==> config.mk <==
export PLATFORM = sky130hd
export DESIGN_NAME = imm_encode_packer_flat
export DESIGN_NICKNAME = d
export VERILOG_FILES = /design/src/rtl/imm_encode_packer_if.sv /design/src/rtl/imm_encode_packer.sv /design/src/flat_wrapper.sv
export SDC_FILE = /design/constraint.sdc
export NUM_CORES = 1
export LEC_CHECK = 0
export CELL_PAD_IN_SITES_DETAIL_PLACEMENT = 0
export CELL_PAD_IN_SITES_GLOBAL_PLACEMENT = 1
export CORE_ASPECT_RATIO = 0.6
export CORE_MARGIN = 4
export CORE_UTILIZATION = 32
export CTS_CLUSTER_DIAMETER = 60
export CTS_CLUSTER_SIZE = 28
export DETAILED_ROUTE_END_ITERATION = 8
export PLACE_DENSITY_LB_ADDON = 0.1
export SLEW_MARGIN = 5
export SYNTH_ARGS = -nofsm -noshare
export SYNTH_HDL_FRONTEND = slang
export SYNTH_SLANG_ARGS = --single-unit
==> constraint.sdc <==
create_clock -name clk -period 2.9 [get_ports clk]
set_input_delay 0.725 -clock clk [delete_from_list [all_inputs] [get_ports clk]]
set_output_delay 0.725 -clock clk [all_outputs]
set_load 0.05 [all_outputs]
==> src/rtl/imm_encode_packer_if.sv <==
// Request/response bundle for the immediate encoder-packer.
// The master drives requests and takes packed words; the slave is the packer.
interface imm_encode_packer_if #(
    parameter int ADDR_W = 10
);
    logic              in_valid;
    logic              in_ready;
    logic [1:0]        imm_src;
    logic [31:0]       base_instr;
    logic [31:0]       imm;
    logic              out_valid;
    logic              out_ready;
    logic [31:0]       out_instr;
    logic [ADDR_W-1:0] out_addr;

    modport master (
        output in_valid, imm_src, base_instr, imm, out_ready,
        input  in_ready, out_valid, out_instr, out_addr
    );

    modport slave (
        input  in_valid, imm_src, base_instr, imm, out_ready,
        output in_ready, out_valid, out_instr, out_addr
    );
endinterface

==> src/rtl/imm_encode_packer.sv <==
// Packs a signed immediate into RISC-V I/S/B/J fields of a base instruction,
// range/alignment-checks it and emits the word with a sequential imem address.
module imm_encode_packer #(
    parameter int ADDR_W    = 10,
    parameter int BASE_ADDR = 0
) (
    input  logic                 clk,
    input  logic                 rst,
    input  logic                 clear,
    imm_encode_packer_if.slave   bus,
    output logic                 err_range,
    output logic                 err_align,
    output logic [15:0]          err_count
);
    localparam logic [ADDR_W-1:0] BASE = ADDR_W'(BASE_ADDR);

    logic              out_valid_q;
    logic [31:0]       out_instr_q;
    logic [ADDR_W-1:0] out_addr_q;
    logic [ADDR_W-1:0] wr_ptr;

    logic [31:0] packed_instr;
    logic        range_bad;
    logic        align_bad;
    logic        accept;
    logic        good;
    logic        bad;

    assign bus.in_ready  = !clear && (!out_valid_q || bus.out_ready);
    assign bus.out_valid = out_valid_q;
    assign bus.out_instr = out_instr_q;
    assign bus.out_addr  = out_addr_q;

    assign accept = bus.in_valid && bus.in_ready;
    assign bad    = range_bad || align_bad;
    assign good   = accept && !bad;

    // A value fits a signed field when every bit above the field's top bit
    // matches that top bit, i.e. the checked slice is all ones or all zeros.
    always_comb begin
        packed_instr = bus.base_instr;
        range_bad    = 1'b0;
        align_bad    = 1'b0;
        case (bus.imm_src)
            2'b00: begin
                packed_instr[31:20] = bus.imm[11:0];
                range_bad = !((&bus.imm[31:11]) || !(|bus.imm[31:11]));
            end
            2'b01: begin
                packed_instr[31:25] = bus.imm[11:5];
                packed_instr[11:7]  = bus.imm[4:0];
                range_bad = !((&bus.imm[31:11]) || !(|bus.imm[31:11]));
            end
            2'b10: begin
                packed_instr[31]    = bus.imm[12];
                packed_instr[30:25] = bus.imm[10:5];
                packed_instr[11:8]  = bus.imm[4:1];
                packed_instr[7]     = bus.imm[11];
                range_bad = !((&bus.imm[31:12]) || !(|bus.imm[31:12]));
                align_bad = bus.imm[0];
            end
            default: begin
                packed_instr[31]    = bus.imm[20];
                packed_instr[30:21] = bus.imm[10:1];
                packed_instr[20]    = bus.imm[11];
                packed_instr[19:12] = bus.imm[19:12];
                range_bad = !((&bus.imm[31:20]) || !(|bus.imm[31:20]));
                align_bad = bus.imm[0];
            end
        endcase
    end

    // A new good word overwrites the held one in the same cycle it drains,
    // so back-to-back traffic flows without a bubble.
    always_ff @(posedge clk or posedge rst) begin
        if (rst) begin
            out_valid_q <= 1'b0;
            out_instr_q <= 32'h0;
            out_addr_q  <= BASE;
            wr_ptr      <= BASE;
            err_range   <= 1'b0;
            err_align   <= 1'b0;
            err_count   <= 16'h0;
        end else if (clear) begin
            out_valid_q <= 1'b0;
            wr_ptr      <= BASE;
            err_range   <= 1'b0;
            err_align   <= 1'b0;
            err_count   <= 16'h0;
        end else begin
            err_range <= accept && range_bad;
            err_align <= accept && align_bad;
            if (good) begin
                out_valid_q <= 1'b1;
                out_instr_q <= packed_instr;
                out_addr_q  <= wr_ptr;
                wr_ptr      <= wr_ptr + ADDR_W'(4);
            end else if (out_valid_q && bus.out_ready) begin
                out_valid_q <= 1'b0;
            end
            if (accept && bad && (err_count != 16'hFFFF)) begin
                err_count <= err_count + 16'd1;
            end
        end
    end
endmodule
==> src/flat_wrapper.sv <==
// flat-port wrapper written by rule: the top's interface ports become plain ports
module imm_encode_packer_flat 
#(
    parameter int ADDR_W    = 10,
    parameter int BASE_ADDR = 0
)
  (clk, rst, clear, err_range, err_align, err_count, bus_in_valid, bus_imm_src, bus_base_instr, bus_imm, bus_out_ready, bus_in_ready, bus_out_valid, bus_out_instr, bus_out_addr);
  imm_encode_packer_if #(.ADDR_W(ADDR_W)) bus_i ();
  input  logic clk;
  input  logic rst;
  input  logic clear;
  output logic err_range;
  output logic err_align;
  output logic [15:0] err_count;
  input wire logic [$bits(bus_i.in_valid)-1:0] bus_in_valid;
  input wire logic [$bits(bus_i.imm_src)-1:0] bus_imm_src;
  input wire logic [$bits(bus_i.base_instr)-1:0] bus_base_instr;
  input wire logic [$bits(bus_i.imm)-1:0] bus_imm;
  input wire logic [$bits(bus_i.out_ready)-1:0] bus_out_ready;
  output wire logic [$bits(bus_i.in_ready)-1:0] bus_in_ready;
  output wire logic [$bits(bus_i.out_valid)-1:0] bus_out_valid;
  output wire logic [$bits(bus_i.out_instr)-1:0] bus_out_instr;
  output wire logic [$bits(bus_i.out_addr)-1:0] bus_out_addr;
  assign bus_i.in_valid = bus_in_valid;
  assign bus_i.imm_src = bus_imm_src;
  assign bus_i.base_instr = bus_base_instr;
  assign bus_i.imm = bus_imm;
  assign bus_i.out_ready = bus_out_ready;
  assign bus_in_ready = bus_i.in_ready;
  assign bus_out_valid = bus_i.out_valid;
  assign bus_out_instr = bus_i.out_instr;
  assign bus_out_addr = bus_i.out_addr;
  imm_encode_packer #(.ADDR_W(ADDR_W), .BASE_ADDR(BASE_ADDR)) u_core (.clk(clk), .rst(rst), .clear(clear), .bus(bus_i), .err_range(err_range), .err_align(err_align), .err_count(err_count));
endmodule
# After elaboration in Yosys (flattened, before gate mapping)
# Index checks and enable logic that the tools add are counted.
# totals
register_bits	71
input_bits	71
output_inout_bits	62
word_cells	64
# classes
addsub	2
n_eq_ne	3
mux	15
bitwise	1
reduce_logical	36
# ops
op	count
two-way mux 16 bit	2
AND reduction 21 bit	1
OR reduction 21 bit	1
two-way mux 10 bit	2
case mux 5 bit (2 select lines)	2
AND reduction 20 bit	1
OR reduction 20 bit	1
adder 16 x 1 -> 16 bit (second input constant)	1
!= test 16 bit (second input constant)	1
case mux 7 bit (2 select lines)	1
AND reduction 12 bit	1
OR reduction 12 bit	1
adder 10 x 3 -> 10 bit (second input constant)	1
zero test 1 bit	9
logical AND 1 bit	8
two-way mux 8 bit	1
two-way mux 1 bit	6
logical OR 1 bit	5
nonzero test 2 bit	2
OR reduction 2 bit	2
nonzero test 3 bit	1
OR reduction 3 bit	1
equality test 2 x 1 -> 1 bit (second input constant)	1
equality test 2 bit (second input constant)	1
4 further kinds	4

# Logic depth before layout (Yosys ltp)
# Gate-level depths: netlist of run 1.
# depth
word_depth	10
ltp_mapped	11
depth_no_buf	9

# Least setup slack after synthesis of run 1
# No wires, ideal clock.
# synth_timing
path_kind	input port to flip-flop
from	in bus_imm_src[0]
to	reg u_core.err_count[9]
setup_time_ns	0.125
t_arrival_ns	2.415
t_required_ns	2.775
slack_ns	0.360
stages	6
n_path_buf	1
cell_sequence	ha_1 -> clkbuf_1 -> a2111oi_4 -> nor2_2 -> nor4_1 -> mux2_2
# synth_between
elab_chain_cells	7
# synth_lines
item	line	source
start: declaration	flat_wrapper.sv:16	input wire logic [$bits(bus_i.imm_src)-1:0] bus_imm_src;
equality test 2 x 1 -> 1 bit or zero test 2 bit (tied branches)	imm_encode_packer.sv:44	case (bus.imm_src)
OR reduction 2 bit (no source line)	--	
case mux 1 bit (2 select lines) or two-way mux 1 bit (tied branches)	imm_encode_packer.sv:44	
logical OR 1 bit *	imm_encode_packer.sv:35	assign bad = range_bad || align_bad;
logical AND 1 bit * (2 in series)	imm_encode_packer.sv:101	if (accept && bad && (err_count != 16'hFFFF)) begin
nonzero test 2 bit (no source line) *	--	
end signal: assignment	imm_encode_packer.sv:102	err_count <= err_count + 16'd1;
end: declaration	imm_encode_packer.sv:13	output logic [15:0] err_count
# Mark *: on every way between the ends. The rest lies on a longest branch, timed or not.
# A chain may end at the register's enable or synchronous reset.

# Worst setup path after layout of run 1
# layout_timing
from	in bus_imm[31]
to	reg u_core.err_count[2]
# layout_between
elab_chain_cells	9
# layout_lines
item	line	source
start: declaration	flat_wrapper.sv:18	input wire logic [$bits(bus_i.imm)-1:0] bus_imm;
OR reduction 21 bit, or another cell as far along	imm_encode_packer.sv:47, imm_encode_packer.sv:52	
zero test 1 bit (on tied branches)	--	
logical OR 1 bit (on tied branches)	--	
zero test 1 bit (on tied branches)	--	
case mux 1 bit (2 select lines) *	imm_encode_packer.sv:44	
logical OR 1 bit *	imm_encode_packer.sv:35	
logical AND 1 bit * (2 in series)	imm_encode_packer.sv:101	
nonzero test 2 bit (no source line) *	--	
# Marks and branches as above.

==> results.py, run 1 <==
metrics = {
    "synthesis": {
        "synth_most_common_cell": "nand2_1",
        "synthTopCellsByArea": "dfrtp_1 49%, nand2_1 9.7%, nor2_1 4.2%",
        "synth_xor_xnor_area_share": 0.01808,
        "ys_top_cells_by_count": "88 x nand2_1, 67 x dfrtp_1, 38 x nor2_1, 19 x o21ai_0",
        "yosys.area_share.simple": 0.2590,
        "synth_top_area_frac": 0.4945,
        "yosys.area.top_type": "dfrtp_1",
        "syn_area_um2": 3391,
        "synthFlopType": "dfrtp_1",
        "synth_edf_count": 0,
        "synth-compound-area-share": 0.1380,
        "yosysWarnings": 0,
        "synth_fa_ha_area_frac": 0.02214,
        "post_synth.cell_area_avg_um2": 9.139,
        "synth-seq-cells": 67,
        "netlist_instances": 371,
        "synthArstFlopShare": 1.000,
        "synth_top_family_by_area": "simple AND/OR/NAND/NOR gates",
        "ys_seq_area_frac": 0.4945,
        "ys_types": 49,
        "muxShareOfSynthArea": 0.03358,
    },
    "placement": {
        "placed_cells": 656,
        "port_buffers": 123,
        "dp_hpwl_um": 7740,
        "gp_routability_congestion": 0.7829,
    },
    "sta": {
        "finalMaxSlewViolations": 0,
        "timing.fmax_ghz": 0.3567,
        "finalSetupViolCount": 0,
        "finalClockSkew_ns": 0.007573,
        "post-route-period-util": 0.9667,
        "whs_ns": 0.4738,
        "rsz0062_at_grt": "true",
        "worstMarginPinSlew_ns": 0.7895,
        "relSlewSlack": 0.4696,
        "fin_crit_ns": 2.804,
        "finalHoldViolations": 0,
    },
    "power": {
        "peakVddDrop_uv": 410.8,
        "p_leak_nw": 2.343,
        "p_per_area_nw_per_um2": 644.6,
    },
    "cells_and_area": {
        "syn_to_final_growth_pct": 60.63,
        "diodes": 0,
        "stdcell_count": 673,
        "drive_gt1_frac": 0.1561,
        "num-nets-final": 610,
    },
    "clock_tree": {
        "insertion_delay_ns": 0.33,
        "cts_num_sinks": 67,
        "root_buffer": "clkbuf_16",
        "clockBufferDepth": 2,
        "clkSlewWorstSetupHoldPaths_ns": 0.05,
        "cts_made_buffers": 9,
        "cts_tree": "built",
        "h-tree-depth": 3,
    },
    "floorplan": {
        "core_area_um2": 10090,
        "dieArea_um2": 12360,
        "initial_utilization": 0.3361,
        "io_pins": 133,
        "die_w_um": 140.9,
        "die_y_um": 87.74,
        "core.rowCount": 28,
    },
    "setup_path": {
        "arrival_ns": 3.01,
        "cp.required_ns": 3.11,
        "path_class": "in2reg",
        "cp_max_fo": 6,
        "critPathMostFrequentCell": "buf_4",
        "slowest_delay_ns": 0.49,
        "crit_path_start_kind": "input pin",
        "crit_chain": "clkdlybuf4s50_1 -> nand4_1 -> or3_4 -> nor3_2 -> a2111oi_4 -> buf_4 -> o21ai_2 -> buf_4 -> xor2_1 -> nor2_1",
        "cp_top_family": "simple AND/OR/NAND/NOR gates",
        "crit_path_top_delay_cell": "clkdlybuf4s50_1",
        "critPathBufInv": 3,
        "end_kind": "flop",
    },
    "global_route": {
        "grt_pass1_vias": 3362,
        "grt_pass1_wl_um": 16800,
        "antenna_found_initial": 0,
        "grt_overflow_total": 0,
        "grt_usage": 0.1712,
        "grt_start_max_net_pins": 37,
    },
    "routing": {
        "drc": 0,
        "vias": 3283,
        "drt-pass1-iter-count": 6,
        "routedWlPerCell_um": 14.92,
        "ant_nets": 0,
        "totalWireLength_um": 10040,
        "vias_per_cell": 4.878,
        "first_iter_violations": 156,
    },
    "hold_path": {
        "min_path_type": "reg2reg",
    },
    "run": {
        "cap_violations": 0,
    },
    "outcome": {
        "status": "finished, final reports clean",
    },
}
==> worst reg2reg max path, stage by stage, from the launching register on <==
cell	delay, ns
dfrtp_1	0.45
and4_1	0.28
nand4_1	0.26
nor3_1	0.73
nor2_1	0.11
and3_1	0.21
mux2_2	0.26
==> cells in the final DEF (no fill, tap or decap), types with 5 or more instances in the layout <==
master,instances
a21oi_1,13
a221oi_1,9
and3_1,5
buf_4,41
clkbuf_16,9
clkdlybuf4s50_1,121
dfrtp_1,67
ha_1,6
inv_1,6
mux2i_1,8
nand2_1,87
nand3_1,13
nand4_1,9
nor2_1,36
nor4_1,6
o21ai_0,19
o31ai_1,5
or3_1,8
xnor2_1,5
==> registers in the layout, indices dropped and copies added (netlist names) <==
name and flops:
u_core.err_count 16, u_core.err_range 1, u_core.wr_ptr 8, u_core.bus.out_valid 1
u_core.err_align 1, u_core.bus.out_instr 32, u_core.bus.out_addr 8
==> where the power goes <==
group,internal [mW],switching [mW],leakage [nW]
combinational,0.424,0.746,1.30
sequential,1.07,0.0739,0.880
clock,0.798,0.398,0.159
total,2.29,1.22,2.34
==> timing repair <==
item                       4_1_cts  5_1_grt
hold buffers                     0        0
setup buffers                    0        1
setup endpoints to repair        0       17
gates resized for setup          0        9
==> area by class of cell <==
class | instances | area (um^2)
Multi-Input combinational cell | 282 | 1654
Clock inverter | 4 | 72.57
Fill cell | 912 | 4643
Tap cell | 135 | 168.9
Sequential cell | 67 | 1677
Timing Repair Buffer | 166 | 1592
Clock buffer | 12 | 256.5
Inverter | 7 | 26.28
==> per-layer routing <==
| metal | vias to the layer above | global-route usage | routed length, um |
|---|---|---|---|
| met4 | 0 | 0.04573 | 71 |
| met1 | 1549 | 0.2356 | 4870 |
| met2 | 89 | 0.2582 | 4321 |
| li1 | 1639 | - | - |
| met5 | - | 0 | 0 |
| met3 | 6 | 0.06110 | 777 |
==> cells by family (layout without fill, tap and decap cells) <==
| logic type | Yosys count | count (layout) |
|---|---|---|
| simple gates | 191 | 191 |
| flops | 67 | 67 |
| compound gates | 65 | 65 |
| buf+inv | 23 | 189 |
| mux | 11 | 11 |
| xor+xnor | 7 | 7 |
| fa+ha+maj | 6 | 6 |
| other cells | 1 | 2 |
==> worst paths after layout <==
path	from	to	slack [ns]	cells past startpoint
min in group asynchronous	rst	u_core.err_count[15]	0.70	2
max reg2reg	u_core.err_count[3]	u_core.err_count[5]	0.47	6
max	bus_imm[31]	u_core.err_count[2]	0.1	10
max in group asynchronous	rst	u_core.bus.out_instr[3]	1.62	3
min	u_core.bus.out_instr[12]	u_core.bus.out_instr[12]	0.47	2
min reg2reg	u_core.bus.out_instr[12]	u_core.bus.out_instr[12]	0.47	2
==> metrics by stage <==
stage                     TNS, ns    util  power, mW  setup WS [ns]  area (um^2)
after floorplan                 0       -      1.853         0.3598         3395
after global placement     -6.244  0.5017      2.322        -0.2112         5062
after detailed placement   -11.22  0.5017      2.336        -0.3295         5062
after CTS                       0  0.5344      3.548        0.02537         5391
after global routing      -0.2497  0.5398      3.678       -0.05511         5446
final                           0  0.5398      3.511        0.09647         5446
(Power assumes the default switching activity.)
==> inputs of run 2 (changes only) <==
- PLACE_DENSITY_LB_ADDON: 0.1 -> 0.12
==> results.py, run 2 (same netlist as run 1, synthesis figures left out) <==
metrics = {
    "clock_tree": {
        "cts_made_buffers": 9,
        "clkSlewWorstSetupHoldPaths_ns": 0.05,
        "h-tree-depth": 3,
        "cts_num_sinks": 67,
        "root_buffer": "clkbuf_16",
        "cts_tree": "built",
        "cts_hold_buf": 0,
        "clockBufferDepth": 2,
        "insertion_delay_ns": 0.33,
    },
    "routing": {
        "drt-pass1-iter-count": 4,
        "met3_length_um": 679,
        "met2_length_um": 4382,
        "routedWlPerCell_um": 15.08,
        "totalWireLength_um": 10110,
        "ant_nets": 0,
        "wl_met1_um": 4943,
        "vias": 3337,
        "vias_per_cell": 4.981,
        "drc": 0,
        "top_layer": "met4",
        "first_iter_violations": 132,
    },
    "sta": {
        "rsz0062_at_grt": "true",
        "finalClockSkew_ns": 0.003891,
        "relSlewSlack": 0.4629,
        "timing.fmax_ghz": 0.3579,
        "fin_crit_ns": 2.794,
        "finalSetupViolCount": 0,
        "post-route-period-util": 0.9636,
        "worstMarginPinSlew_ns": 0.7996,
        "finalMaxSlewViolations": 0,
        "finalHoldViolations": 0,
    },
    "cells_and_area": {
        "num-nets-final": 607,
        "drive_gt1_frac": 0.1495,
        "syn_to_final_growth_pct": 58.71,
        "largest_reg_flops": 32,
        "stdcell_count": 670,
        "final_util": 0.5334,
        "final_cell_mix": "122 x clkdlybuf4s50_1, 87 x nand2_1, 67 x dfrtp_1, 39 x buf_4, 36 x nor2_1",
        "final_common_cell": "clkdlybuf4s50_1",
        "final_area_um2": 5381,
        "diodes": 0,
    },
    "power": {
        "p_leak_nw": 2.299,
        "p_per_area_nw_per_um2": 630.5,
        "finalPower_mw": 3.393,
        "peakVddDrop_uv": 361.0,
    },
    "run": {
        "cap_violations": 0,
    },
    "floorplan": {
        "core_area_um2": 10090,
        "io_pins": 133,
        "core.rowCount": 28,
        "initial_utilization": 0.3361,
        "die_w_um": 140.9,
        "die_y_um": 87.74,
        "dieArea_um2": 12360,
    },
    "setup_path": {
        "crit_chain": "clkdlybuf4s50_1 -> nand4_1 -> or3_4 -> o32ai_2 -> buf_4 -> o211ai_2 -> nor2_2 -> buf_4 -> xnor2_1 -> nor2_1",
        "slowest_delay_ns": 0.48,
        "crit_path_start_kind": "input pin",
        "r2r_cells": 6,
        "path_class": "in2reg",
        "critPathMostFrequentCell": "buf_4",
        "r2r_setup_slack_ns": 0.46,
        "regToRegStartpoint": "u_core.err_count[2]",
        "cp_max_fo": 8,
        "arrival_ns": 3.00,
        "end_kind": "flop",
        "crit_path_top_delay_cell": "clkdlybuf4s50_1",
        "reg2reg_to": "u_core.err_count[5]",
        "cp.required_ns": 3.11,
    },
    "global_route": {
        "antenna_found_initial": 0,
        "grt_usage": 0.1680,
        "grt_overflow_total": 0,
        "grt_pass1_wl_um": 16500,
        "grt_start_max_net_pins": 33,
        "grt_pass1_vias": 3265,
    },
    "outcome": {
        "status": "finished, final reports clean",
    },
    "placement": {
        "port_buffers": 123,
        "gp_routability_congestion": 0.7676,
        "dp_hpwl_um": 7667,
        "placed_cells": 653,
        "place_area_um2": 5027,
    },
    "hold_path": {
        "worstHoldStart": "u_core.bus.out_instr[5]",
        "min_path_type": "reg2reg",
        "min_to": "u_core.bus.out_instr[5]",
        "hold_path_depth": 2,
    },
}
run 2: changes by cell type in the layout (fill, tap and decap cells not counted), sizes merged:
cell,previous run,this run
clkinvlp,1,0
dlymetal6s2s,1,0
clkdlybuf4s50,121,122
clkbuf,12,14
bufinv,2,1
buf,44,41
run 2: metal layers:
layer / up-vias / track usage
met5: - / 0
li1: 1635 / -
met1: 1603 / 0.2414
met2: 91 / 0.2422
met3: 8 / 0.05619
met4: 0 / 0.04661
run 2: report_power, final:
part,switching (mW),internal (mW)
Combinational,0.747,0.421
Sequential,0.0772,1.07
Clock,0.388,0.689
Total,1.21,2.18
run 2: worst max path at each step:
stage,cells after the start,slack [ns],start,endpoint
after global routing,10,-0.03,bus_imm[31],u_core.wr_ptr[2]
after global placement,9,-0.25,bus_imm[31],u_core.wr_ptr[5]
after CTS,10,0.009,bus_imm_src[0],u_core.err_count[7]
after floorplan,6,0.36,bus_imm_src[0],u_core.err_count[9]
final,10,0.11,bus_imm[31],u_core.wr_ptr[2]
after detailed placement,10,-0.34,bus_imm_src[0],u_core.err_count[7]
run 2: layout make-up:
type                    count  area [um^2]
clock buffers              14        254.0
clock inverters             2        35.03
fillers                   918         4708
inverters                   7        26.28
multi-input cells         282         1667
flip-flops and latches     67         1677
well taps                 135        168.9
repair buffers            163         1554
run 2: critical path, delay by kind of cell:
family	cells	cell delay [ns]
and+or+nand+nor	4	0.76
AOI/OAI and AO/OA	2	0.53
xor gates and xnor gates	1	0.12
buffers and inverters	3	0.87
run 2: what timing repair did:
action,CTS,global route
endpoints found under the hold margin,0,0
endpoints found under the setup margin,0,47
gates resized for setup,0,10
setup buffers,0,1
run 2: through the flow:
stage	setup TNS (ns)	setup WS, ns	hold slack, ns
after floorplan	0	0.3598	0.4586
after global placement	-8.062	-0.2527	0.4563
after detailed placement	-12.86	-0.3405	0.4611
after CTS	0	0.009256	0.4746
after global routing	-0.04386	-0.03039	0.4866
final	0	0.1056	0.4717
==> inputs of run 3 (changes only) <==
- ABC_AREA: not set -> 1
- CORE_UTILIZATION: 32 -> 33
- CTS_BUF_LIST: not set -> sky130_fd_sc_hd__clkbuf_4 sky130_fd_sc_hd__clkbuf_8
- SKIP_CTS_REPAIR_TIMING: not set -> 1
==> results.py, run 3 <==
metrics = {
    "floorplan": {
        "core.rowCount": 29,
        "dieArea_um2": 13180,
        "core_area_um2": 10810,
        "die_w_um": 145.6,
        "initial_utilization": 0.3467,
        "die_y_um": 90.56,
        "io_pins": 133,
    },
    "synthesis": {
        "synth-seq-cells": 67,
        "ys_types": 34,
        "synthArstFlopShare": 1.000,
        "synth_edf_count": 0,
        "yosys.area.top_type": "dfrtp_1",
        "ys_top_cells_by_count": "153 x nand2_1, 67 x dfrtp_1, 43 x nand3_1, 43 x nor2_1, 38 x inv_1",
        "synthFlopType": "dfrtp_1",
        "synth_top_area_frac": 0.4473,
        "synth_most_common_cell": "nand2_1",
        "syn_area_um2": 3749,
        "synthTopCellsByArea": "dfrtp_1 45%, nand2_1 15%, nand3_1 5.7%",
        "yosysWarnings": 0,
        "ys_seq_area_frac": 0.4473,
        "netlist_instances": 475,
        "post_synth.cell_area_avg_um2": 7.892,
    },
    "power": {
        "pwr-share-clk": 0.270,
        "p_per_area_nw_per_um2": 578.2,
        "peakVddDrop_uv": 305.6,
        "p_int_mw": 1.962,
        "p_sw_mw": 1.161,
        "swShare": 0.3717,
        "p_leak_nw": 2.573,
        "seq_power_share": 0.366,
        "power_frac_comb": 0.364,
    },
    "hold_path": {
        "worstHoldStart": "u_core.bus.out_instr[26]",
        "min_path_type": "reg2reg",
    },
    "run": {
        "cap_violations": 0,
    },
    "cells_and_area": {
        "final_area_um2": 5400,
        "final-seq-area_um2": 1677,
        "multi_input_area_um2": 1783,
        "fillers": 1035,
        "largest_reg_flops": 32,
        "drive_gt1_frac": 0.08539,
        "final_common_cell": "nand2_1",
        "syn_to_final_growth_pct": 44.06,
        "diodes": 0,
        "num-nets-final": 682,
        "final_cell_mix": "153 x nand2_1, 122 x clkdlybuf4s50_1, 67 x dfrtp_1, 43 x nor2_1, 43 x nand3_1",
        "final_util": 0.4994,
    },
    "setup_path": {
        "end_kind": "flop",
        "cp.required_ns": 3.13,
        "r2r_cells": 11,
        "startpoint": "bus_imm_src[1]",
        "arrival_ns": 2.75,
        "r2r_setup_slack_ns": 0.96,
        "cp_max_fo": 27,
        "crit_path_start_kind": "input pin",
        "cp-endpoint": "u_core.bus.out_instr[15]",
        "path_class": "in2reg",
        "reg2reg_to": "u_core.err_count[11]",
        "regToRegStartpoint": "u_core.err_count[0]",
    },
    "placement": {
        "place_ws_ns": 0.03582,
        "port_buffers": 123,
        "dp_hpwl_um": 8651,
        "place_area_um2": 5184,
        "gp_routability_congestion": 0.8189,
    },
    "global_route": {
        "grt_usage": 0.1748,
        "antenna_found_initial": 0,
        "grt_pass1_vias": 3465,
        "grt_pass1_wl_um": 18570,
        "grt_overflow_total": 0,
        "grt_start_max_net_pins": 28,
    },
    "sta": {
        "whs_ns": 0.4798,
        "post-route-period-util": 0.8703,
        "finalClockSkew_ns": 0.008810,
        "setup_tns_ns": 0,
        "timing.fmax_ghz": 0.3962,
        "finalSetupViolCount": 0,
        "fin_crit_ns": 2.524,
        "fin_ws_ns": 0.3763,
        "rsz0062_at_grt": "false",
        "finalHoldViolations": 0,
        "worstMarginPinSlew_ns": 0.6193,
        "relSlewSlack": 0.5867,
        "finalMaxSlewViolations": 0,
    },
    "outcome": {
        "status": "finished, final reports clean",
    },
    "routing": {
        "routedWlPerCell_um": 15.03,
        "vias": 3597,
        "first_iter_violations": 198,
        "totalWireLength_um": 11240,
        "ant_nets": 0,
        "drt-pass1-iter-count": 4,
        "drc": 0,
        "vias_per_cell": 4.809,
    },
    "clock_tree": {
        "h-tree-depth": 3,
        "cts_num_sinks": 67,
        "clkSlewWorstSetupHoldPaths_ns": 0.07,
        "clockBufferDepth": 2,
        "root_buffer": "clkbuf_8",
        "cts_tree": "built",
        "cts_made_buffers": 9,
        "insertion_delay_ns": 0.35,
    },
}
[run 3: worst min-delay path by stage]
stage                                          end  slack, ns  cells after the start
final                     u_core.bus.out_instr[26]       0.48                      2
after global routing       u_core.bus.out_instr[0]       0.51                      2
after CTS                  u_core.bus.out_instr[2]       0.48                      2
after detailed placement   u_core.bus.out_instr[2]       0.47                      2
after global placement    u_core.bus.out_instr[28]       0.46                      2
after floorplan                   u_core.wr_ptr[8]       0.48                      2
[run 3: critical path: stages]
cell and delay, ns:
clkdlybuf4s50_1 0.52, inv_1 0.08, ha_1 0.21, nor2_1 0.18, inv_1 0.07, nand3_1 0.08, nand3_1 0.07, nand2_1 0.13
nand3_2 0.23, buf_4 0.30, nand2_1 0.09, o21ai_1 0.06
[run 3: final cells by class]
cell class,count,area share
sequential,67,0.3105
clock inverter,1,0.005561
clock buffer,14,0.03452
inverter,39,0.02711
timing repair buffer,138,0.2600
multi-input combinational,350,0.3302
tap,139,0.03221
[run 3: kinds of logic after synthesis]
group	synth area share
flops	0.4473
xor+xnor	0.03972
mux	0.01869
other cells	0.001000
fa+ha+maj	0.02003
buf+inv	0.07810
compound gates	0.07477
simple gates	0.3204
[run 3: metal layers]
layer / track usage / part of all wire / vias to the layer above
met4: 0.03870 / 0.0080 / 0
met5: 0 / 0 / -
met3: 0.05767 / 0.062 / 9
met1: 0.2720 / 0.55 / 1683
met2: 0.2291 / 0.38 / 123
li1: - / - / 1782
[run 3: metrics by stage]
step	total power, mW	std cells
after global placement	2.292	733
after global routing	3.270	748
after detailed placement	2.302	733
final	3.122	748
after CTS	3.161	748
after floorplan	1.840	476
[run 3: power groups by stage]
stage / Sequential (mW) / Clock, mW / Combinational, mW
4_1_cts: 1.14 / 0.869 / 1.15
6_report: 1.14 / 0.842 / 1.14
3_3_place_gp: 1.15 / 0 / 1.14
2_1_floorplan: 1.60 / 0 / 0.240
5_1_grt: 1.16 / 0.905 / 1.21
3_5_place_dp: 1.16 / 0 / 1.14
